<file path="src/rtl/uart_pkg.sv">
// Shared types and constants for the memory-mapped UART transmitter.
package uart_pkg;

    typedef enum logic [1:0] {
        IDLE  = 2'd0,
        START = 2'd1,
        DATA  = 2'd2,
        STOP  = 2'd3
    } uart_tx_state_t;

    localparam logic [31:0] UART_TXDATA_OFS = 32'd0;
    localparam logic [31:0] UART_STATUS_OFS = 32'd4;

    localparam int ST_FULL_BIT  = 0;
    localparam int ST_EMPTY_BIT = 1;
    localparam int ST_BUSY_BIT  = 2;
    localparam int ST_OVF_BIT   = 3;
    localparam int ST_COUNT_LSB = 8;

    // Assemble the STATUS word; unused bits read as zero.
    function automatic logic [31:0] pack_status(input logic full, input logic empty,
                                                input logic busy, input logic ovf,
                                                input logic [7:0] count);
        logic [31:0] s;
        s = 32'h0000_0000;
        s[ST_FULL_BIT]                  = full;
        s[ST_EMPTY_BIT]                 = empty;
        s[ST_BUSY_BIT]                  = busy;
        s[ST_OVF_BIT]                   = ovf;
        s[ST_COUNT_LSB +: 8]            = count;
        return s;
    endfunction

endpackage

</file>
<file path="src/rtl/sync_fifo.sv">
// Single-clock FIFO with show-ahead read data. Pointers wrap modulo DEPTH.
// A push into a full FIFO is accepted only when a pop happens in the same cycle.
module sync_fifo #(
    parameter int WIDTH = 8,
    parameter int DEPTH = 8
) (
    input  logic                     clk,
    input  logic                     rst_n,
    input  logic                     push,
    input  logic [WIDTH-1:0]         push_data,
    input  logic                     pop,
    output logic [WIDTH-1:0]         pop_data,
    output logic                     full,
    output logic                     empty,
    output logic [$clog2(DEPTH):0]   count
);
    import uart_pkg::*;

    localparam int AW = $clog2(DEPTH);
    localparam int CW = AW + 1;

    logic [WIDTH-1:0] mem_r [DEPTH];
    logic [AW-1:0]    wr_ptr_r;
    logic [AW-1:0]    rd_ptr_r;
    logic [CW-1:0]    count_r;
    logic             push_ok_s;
    logic             pop_ok_s;
    logic             full_s;
    logic             empty_s;

    // Flag decode and acceptance of push/pop requests.
    always_comb begin
        full_s    = (count_r == CW'(DEPTH));
        empty_s   = (count_r == {CW{1'b0}});
        pop_ok_s  = pop & ~empty_s;
        push_ok_s = push & (~full_s | pop_ok_s);
    end

    // Storage array; contents need no reset since count gates visibility.
    always_ff @(posedge clk) begin
        if (push_ok_s) begin
            mem_r[wr_ptr_r] <= push_data;
        end
    end

    // Pointer and occupancy bookkeeping.
    always_ff @(posedge clk or negedge rst_n) begin
        if (!rst_n) begin
            wr_ptr_r <= {AW{1'b0}};
            rd_ptr_r <= {AW{1'b0}};
            count_r  <= {CW{1'b0}};
        end else begin
            if (push_ok_s) begin
                wr_ptr_r <= wr_ptr_r + AW'(1);
            end
            if (pop_ok_s) begin
                rd_ptr_r <= rd_ptr_r + AW'(1);
            end
            case ({push_ok_s, pop_ok_s})
                2'b10:   count_r <= count_r + CW'(1);
                2'b01:   count_r <= count_r - CW'(1);
                default: count_r <= count_r;
            endcase
        end
    end

    assign pop_data = mem_r[rd_ptr_r];
    assign full     = full_s;
    assign empty    = empty_s;
    assign count    = count_r;

endmodule

</file>
<file path="src/rtl/mmio_uart_tx.sv">
// Memory-mapped 8N1 UART transmitter: stores to TXDATA queue bytes, an FSM
// serialises them LSB first on tx, and STATUS is readable on the load port.
module mmio_uart_tx #(
    parameter logic [31:0] BASE_ADDR    = 32'h1000_0000,
    parameter int          CLKS_PER_BIT = 16,
    parameter int          FIFO_DEPTH   = 8
) (
    input  logic        clk,
    input  logic        rst_n,
    input  logic        wr_en,
    input  logic [31:0] wr_addr,
    input  logic [31:0] wr_data,
    input  logic [3:0]  byte_en,
    input  logic [31:0] rd_addr,
    output logic [31:0] rd_data,
    output logic        rd_hit,
    output logic        tx,
    output logic        busy
);
    import uart_pkg::*;

    localparam int BW = $clog2(CLKS_PER_BIT);
    localparam int CW = $clog2(FIFO_DEPTH) + 1;

    localparam logic [31:0] TXDATA_ADDR = BASE_ADDR + UART_TXDATA_OFS;
    localparam logic [31:0] STATUS_ADDR = BASE_ADDR + UART_STATUS_OFS;
    localparam logic [29:0] TXDATA_WORD = TXDATA_ADDR[31:2];
    localparam logic [29:0] STATUS_WORD = STATUS_ADDR[31:2];

    uart_tx_state_t state_r;
    logic [7:0]     shift_r;
    logic [2:0]     bit_cnt_r;
    logic [BW-1:0]  baud_cnt_r;
    logic           tx_r;
    logic           busy_r;
    logic           ovf_r;

    logic           push_req_s;
    logic           ovf_clr_s;
    logic           ovf_set_s;
    logic           baud_end_s;
    logic           pop_s;
    logic [7:0]     fifo_data_s;
    logic           fifo_full_s;
    logic           fifo_empty_s;
    logic [CW-1:0]  fifo_count_s;
    logic [31:0]    status_s;
    logic           rd_hit_s;

    // Store decode, overflow detection and the pop request from the serialiser.
    always_comb begin
        push_req_s = wr_en & byte_en[0] & (wr_addr[31:2] == TXDATA_WORD);
        ovf_clr_s  = wr_en & byte_en[0] & (wr_addr[31:2] == STATUS_WORD) & wr_data[ST_OVF_BIT];
        baud_end_s = (baud_cnt_r == BW'(CLKS_PER_BIT - 1));
        if (state_r == IDLE) begin
            pop_s = ~fifo_empty_s;
        end else if (state_r == STOP) begin
            pop_s = ~fifo_empty_s & baud_end_s;
        end else begin
            pop_s = 1'b0;
        end
        ovf_set_s  = push_req_s & fifo_full_s & ~pop_s;
    end

    sync_fifo #(
        .WIDTH (8),
        .DEPTH (FIFO_DEPTH)
    ) u_fifo (
        .clk       (clk),
        .rst_n     (rst_n),
        .push      (push_req_s),
        .push_data (wr_data[7:0]),
        .pop       (pop_s),
        .pop_data  (fifo_data_s),
        .full      (fifo_full_s),
        .empty     (fifo_empty_s),
        .count     (fifo_count_s)
    );

    // Sticky overflow flag; a new drop wins over a simultaneous clear.
    always_ff @(posedge clk or negedge rst_n) begin
        if (!rst_n) begin
            ovf_r <= 1'b0;
        end else if (ovf_set_s) begin
            ovf_r <= 1'b1;
        end else if (ovf_clr_s) begin
            ovf_r <= 1'b0;
        end else begin
            ovf_r <= ovf_r;
        end
    end

    // Busy is registered so a store never reaches it combinationally.
    always_ff @(posedge clk or negedge rst_n) begin
        if (!rst_n) begin
            busy_r <= 1'b0;
        end else begin
            busy_r <= (state_r != IDLE) | ~fifo_empty_s;
        end
    end

    // Serialiser FSM with baud counter; tx is registered from the current state.
    always_ff @(posedge clk or negedge rst_n) begin
        if (!rst_n) begin
            state_r    <= IDLE;
            shift_r    <= 8'h00;
            bit_cnt_r  <= 3'd0;
            baud_cnt_r <= {BW{1'b0}};
            tx_r       <= 1'b1;
        end else begin
            case (state_r)
                IDLE: begin
                    tx_r <= 1'b1;
                    if (!fifo_empty_s) begin
                        shift_r    <= fifo_data_s;
                        bit_cnt_r  <= 3'd0;
                        baud_cnt_r <= {BW{1'b0}};
                        state_r    <= START;
                    end
                end
                START: begin
                    tx_r <= 1'b0;
                    if (baud_end_s) begin
                        baud_cnt_r <= {BW{1'b0}};
                        state_r    <= DATA;
                    end else begin
                        baud_cnt_r <= baud_cnt_r + BW'(1);
                    end
                end
                DATA: begin
                    tx_r <= shift_r[0];
                    if (baud_end_s) begin
                        baud_cnt_r <= {BW{1'b0}};
                        if (bit_cnt_r == 3'd7) begin
                            state_r <= STOP;
                        end else begin
                            shift_r   <= {1'b0, shift_r[7:1]};
                            bit_cnt_r <= bit_cnt_r + 3'd1;
                        end
                    end else begin
                        baud_cnt_r <= baud_cnt_r + BW'(1);
                    end
                end
                STOP: begin
                    tx_r <= 1'b1;
                    if (baud_end_s) begin
                        baud_cnt_r <= {BW{1'b0}};
                        if (!fifo_empty_s) begin
                            shift_r   <= fifo_data_s;
                            bit_cnt_r <= 3'd0;
                            state_r   <= START;
                        end else begin
                            state_r   <= IDLE;
                        end
                    end else begin
                        baud_cnt_r <= baud_cnt_r + BW'(1);
                    end
                end
                default: begin
                    tx_r       <= 1'b1;
                    baud_cnt_r <= {BW{1'b0}};
                    state_r    <= IDLE;
                end
            endcase
        end
    end

    // STATUS assembly and load-port decode.
    always_comb begin
        status_s = pack_status(fifo_full_s, fifo_empty_s, busy_r, ovf_r, 8'(fifo_count_s));
        rd_hit_s = (rd_addr[31:2] == STATUS_WORD);
        if (rd_hit_s) begin
            rd_data = status_s;
        end else begin
            rd_data = 32'h0000_0000;
        end
    end

    assign rd_hit = rd_hit_s;
    assign tx     = tx_r;
    assign busy   = busy_r;

endmodule
</file>
<file path="config.mk">
export PLATFORM = sky130hd
export DESIGN_NAME = mmio_uart_tx
export DESIGN_NICKNAME = d
export VERILOG_FILES = /design/src/rtl/uart_pkg.sv /design/src/rtl/sync_fifo.sv /design/src/rtl/mmio_uart_tx.sv
export SDC_FILE = /design/constraint.sdc
export NUM_CORES = 1
export LEC_CHECK = 0
export CORE_ASPECT_RATIO = 2
export CORE_MARGIN = 2
export CORE_UTILIZATION = 30
export DETAILED_ROUTE_END_ITERATION = 6
export PLACE_DENSITY = 0.6
export SLEW_MARGIN = 20
export SYNTH_ARGS = -nofsm -noshare
export SYNTH_HDL_FRONTEND = slang
export SYNTH_SLANG_ARGS = --single-unit
</file>
<file path="constraint.sdc">
create_clock -name clk -period 4.54 [get_ports clk]
set_input_delay 1.362 -clock clk [delete_from_list [all_inputs] [get_ports clk]]
set_output_delay 1.362 -clock clk [all_outputs]
set_load 0.01 [all_outputs]
</file>
# Word level (Yosys, flattened, before mapping)

Memory sizes are Yosys's and may differ from the RTL's.
Cells that the tools add are included.

Flip-flop bits (word level): 30
RAM bits: 64
Input bits: 103
Output and inout bits: 35
Logic and storage cells: 87
Memories kept: 1

Memories:

| name         | words | bits a word | read ports | clocked after memory_dff | wr ports | RTL line        | source |
|---|---|---|---|---|---|---|---|
| u_fifo.mem_r | 8     | 8           | 1          | 0                        | 1        | sync_fifo.sv:22 | `logic [WIDTH-1:0] mem_r [DEPTH];` |

Add/subtract/negate cells: 6
Equality and inequality tests: 17
Mux-type cells: 29
Bitwise operators: 14
Reductions and logical operators: 10

Operator list:

| cell                 | number |
|---|---|
| $eq 30x27->1 const B | 3 |
| $mux 8               | 4 |
| $pmux 8 s3           | 1 |
| $pmux 4 s2           | 2 |
| $mux 12              | 1 |
| $mux 3               | 4 |
| $ne 2x2->1 const B   | 6 |
| $mux 2               | 5 |
| $add 3x1->3 const B  | 3 |
| $and 1x1->1          | 9 |
| $pmux 3 s3           | 1 |
| $add 4x1->4 const B  | 2 |
| $eq 4x4->1 const B   | 2 |
| $mux 4               | 2 |
| $pmux 2 s4           | 1 |
| $mux 1               | 7 |
| $eq 2x2->1 const B   | 3 |
| $reduce_bool 2->1    | 3 |
| $reduce_and 5->1     | 1 |
| $eq 2x1->1 const B   | 2 |
| $logic_not 4->1      | 1 |
| $reduce_and 4->1     | 1 |
| $sub 4x1->4 const B  | 1 |
| $eq 3x3->1 const B   | 1 |
| 7 further kinds      | 10 |

# Depth between registers and ports, before layout

Depth after elaboration: 10
Gate-level depth with buffers: 13
Gate-level depth less buffers: 13

# Hierarchy

From an unflattened synthesis, not the netlist that was laid out.

Cell total of the unflattened synthesis: 317
Area total of the unflattened synthesis: 4660.7 µm²

Modules (own cells, without submodules):

| module       | times used | cells an instance | area each (µm²) | seq. area each (µm²) |
|---|---|---|---|---|
| sync_fifo    | 1          | 162               | 3113.0          | 2172.1 |
| mmio_uart_tx | 1          | 155               | 1547.7          | 501.7 |

# Worst setup path after synthesis

Ideal clock, no wire load.

Path kind: input to output
From: input rd_addr[15]
To: output rd_data[0]
Arrival: 2.361 ns
Slack: 0.817 ns
Cell stages on the path: 4
Path buffers: 0
Cell sequence: nor4b_1 nand4_1 nor2_1 and3_1

Longest elaborated chain between the ends: 2

Ends and longest elaborated chain:

| what             | RTL line            | source |
|---|---|---|
| from (decl)      | mmio_uart_tx.sv:14  | `input logic [31:0] rd_addr,` |
| $eq 30x27->1     | mmio_uart_tx.sv:171 | `rd_hit_s = (rd_addr[31:2] == STATUS_WORD);` |
| named net rd_hit | mmio_uart_tx.sv:16  | `output logic rd_hit,` |
| $mux 12          | mmio_uart_tx.sv:172 | `if (rd_hit_s) begin` |
| to (decl)        | mmio_uart_tx.sv:15  | `output logic [31:0] rd_data,` |

The timed path passes the listed nets, and every way through them passes these cells.

# Final worst setup path

From: input rd_addr[10]
To: output rd_data[0]

Longest elaborated chain between the ends: 2

Ends and longest elaborated chain:

| what         | RTL line |
|---|---|
| $eq 30x27->1 | mmio_uart_tx.sv:171 |
| $mux 12      | mmio_uart_tx.sv:172 |

No other way between the ends.

==> results by group <==
GRT
  • Pin count of the biggest net entering global routing: 31
  • Gr ovfl total: 0
  • Initial antenna violation count: 0
  • First-pass GRT wire length: 15200 um
  • Vias in the first global route: around 3000
  • GRT Total Usage: 0.123

Critical path
  • Worst-path cell chain: clkdlybuf4s50_1, nor4b_2, nand4_1, nor2_1, buf_4, and3_1, dlymetal6s2s_1
  • Crit end category: output pin
  • WP buf/inv: 3
  • Critical Path Fanout Max: 9
  • CP startpoint kind: input pin
  • Crit Path Class: in -> out
  • CP delay by family, top: buffers and inverters
  • Worst EP arrival: around 2.8 ns
  • Data required time at the worst endpoint: about 3.2 ns
  • Max stage delay cell, worst path: clkdlybuf4s50_1
  • Crit path largest cell delay: ~0.42 ns

Routing
  • Detail Route Antenna Nets: 0
  • DR WL/cell: approximately 16 um
  • Top Metal Used: met4
  • M1 wire length: 3410 um
  • Post-route DRC: 0
  • Vias per inst: ~4.7
  • DRT Pass-1 Iters: 4
  • Met2 WL: between 5000 and 6000 um
  • Post-detailed-routing wire length: roughly 9400 um
  • Met3 wire len: 297 um
  • Via count: roughly 2800
  • Drt initial violations: around 110

Clocking
  • Worst-Skew Late Latency: about 0.34 ns
  • Post-CTS setup buffer count: 0
  • Inserted Clock Buffers: 9
  • CTS tree: built
  • Root Driver: clkbuf_16
  • Clock buffer depth: 2
  • Clock H-tree levels: 3
  • # hold bufs at CTS: 0
  • Clock sink count: 94
  • Clock-pin slew on the worst setup and hold paths: around 0.070 ns

Layout
  • Syn-to-layout area delta: 29.6%
  • N_diodes: 0
  • Nets: roughly 510
  • Fill cell count: between 1000 and 1500
  • Share of cells above drive strength 1: 0.173
  • Non-Filler Instances: 599

Floorplanning
  • Die Y: about 180 um
  • Initial cell density of the core: 0.304
  • Row count: 63
  • Die Area: about 0.016 mm2
  • Core area: 0.0147 mm2
  • Die width: about 90 um
  • I/O pin cnt: approximately 140

Place
  • Placed insts: around 600
  • Port buffer count: ~80
  • HPWL after DPL: 6890 um
  • RePlAce Congestion: between 0.7 and 0.8

Logic synthesis
  • Synth Cell Area: roughly 0.0045 mm2
  • Post-synth ARST share: 0.319
  • YS warnings: 0
  • Ys flop type: edfxtp_1
  • Syn avg cell area: 14.5 um2
  • Gate Count Post-Synth: 309
  • Netlist cell types: 53
  • Post-synthesis register bit count: between 90 and 100
  • Sequential share of the synthesized area: 0.597
  • Number of synthesized flops with an enable pin: 64

Timing
  • Max Fclk: 242 MHz
  • Final Hold Vio Count: 0
  • RSZ-0062 raised after global routing: false
  • Post-route clock skew: between 0.006 and 0.007 ns
  • WHS: slightly above 0.5 ns
  • Slew HR: 0.467
  • Final period util: 0.912
  • Final setup viols: 0
  • Final Max Tran Viols: 0
  • Slew of the pin with the lowest slew margin: 0.800 ns
  • Minimum clock period: slightly above 4 ns
  • Setup TNS: 0 ns

Status
  • Run status: completed

Hold path
  • Worst hold path type: reg -> reg

Pwr
  • Leakage: between 0.002 and 0.0025 uW
  • P per Cell Area: approximately 310 mW/mm2
  • Peak supply drop: slightly above 0.0002 V

Flow run
  • Max Cap Viol: 0
[cells in the mapped netlist, drive strengths merged, types with 2 or more instances]
cell / n / area, um2
nor4: 22 / 159
nor3: 3 / 15.0
ha: 12 / 150
and3: 4 / 26.3
nor2: 8 / 30.0
a22o: 3 / 27.5
mux2i: 8 / 80.1
mux4: 16 / 360
nand3: 12 / 65.1
nor4b: 4 / 35.0
nand4: 5 / 31.3
or3: 2 / 12.5
xnor2: 3 / 26.3
mux2: 11 / 124
or2: 2 / 12.5
buf: 33 / 239
nand2: 6 / 22.5
edfxtp: 64 / 1920
nand3b: 2 / 15.0
a31oi: 2 / 12.5
a211o: 2 / 17.5
inv: 6 / 22.5
nand2b: 3 / 18.8
o21ai: 12 / 60.1
xor2: 6 / 52.6
a21oi: 3 / 15.0
and2: 9 / 58.8
clkbuf: 4 / 15.0
dfrtp: 29 / 726
[through the flow]
step	power [uW]	setup slack (ns)	cell area [um2]	util
finish	1810	0.401	5810	0.394
global route	1870	0.226	5810	0.394
CTS	1830	0.0139	5760	0.391
detailed placement	1100	-0.0110	5460	0.371
global placement	1090	-0.0427	5460	0.371
floorplan	1030	0.817	4570	-
[path summary, 6_finish.rpt]
kind	depth (start not counted)	end	slack, ns	start
max reg2reg	13	u_fifo.count[2]	1.36	state_r[0]
min reg2reg	1	bit_cnt_r[1]	0.51	bit_cnt_r[1]
max	7	rd_data[0]	0.40	rd_addr[10]
min in group asynchronous	2	u_fifo.count[0]	1.41	rst_n
min	1	bit_cnt_r[1]	0.51	bit_cnt_r[1]
max in group asynchronous	2	tx	2.80	rst_n
[report_power, final]
group          switching, uW  internal (uW)
clock network            341            385
logic                   46.3           73.2
registers               16.4            945
[state kept, by name (all words and copies together), names as in the netlist]
register	flops
u_fifo.mem_r	64
ovf_r	1
u_fifo.count	4
u_fifo.rd_ptr_r	3
state_r	2
u_fifo.wr_ptr_r	3
tx	1
baud_cnt_r	4
bit_cnt_r	3
busy	1
shift_r	8
[routing by layer]
layer	global-route usage	vias up
met5	0	-
met3	0.0264	11
li1	-	1328
met4	0.0506	0
met2	0.242	70
met1	0.123	1428
[cell families (layout without fill, tap and decap cells)]
| family | after synthesis | after routing | share of synthesized area |
|---|---|---|---|
| other | 1 | 24 | 0.000837 |
| muxes | 35 | 35 | 0.126 |
| adders and majority gates | 12 | 12 | 0.0335 |
| buffers and inverters | 43 | 115 | 0.0617 |
| xor gates and xnor gates | 9 | 9 | 0.0176 |
| AOI/OAI and AO/OA | 29 | 29 | 0.0430 |
| and+or+nand+nor | 86 | 86 | 0.121 |
| DFF | 94 | 94 | 0.597 |
[what timing repair did]
item                                    4_1_cts  5_1_grt
resized for setup                             1       13
endpoints found under the setup margin        3        9
pin swaps                                     0        1
hold endpoints to repair                      0        0
[final cells by class]
| type | count | area [um2] | area share |
|---|---|---|---|
| well taps | 195 | 244 | 0.0420 |
| clock buffers | 9 | 225 | 0.0388 |
| repair buffers | 93 | 926 | 0.159 |
| inverters | 6 | 22.5 | 0.00388 |
| clock inverters | 7 | 65.1 | 0.0112 |
| flip-flops and latches | 94 | 2680 | 0.461 |
| multi-input cells | 195 | 1650 | 0.284 |
[layout by cell type (no fill, tap or decap), types with 3 or more instances in the layout]
cell type	instances
clkdlybuf4s50_1	73
edfxtp_1	64
dfrtp_1	28
conb_1	24
nor4_1	17
mux4_2	16
ha_1	12
mux2_2	11
nand3_1	11
buf_4	11
clkbuf_16	9
dlymetal6s2s_1	9
nor2_1	8
and2_1	8
mux2i_1	8
o21ai_1	7
inv_1	6
nand2_1	6
xor2_1	6
nand4_1	5
o21ai_0	5
nor4_2	4
nor3_1	3
and3_1	3
a21oi_1	3
nand2b_1	3
xnor2_1	3
Power figures use the tool's default switching activity.
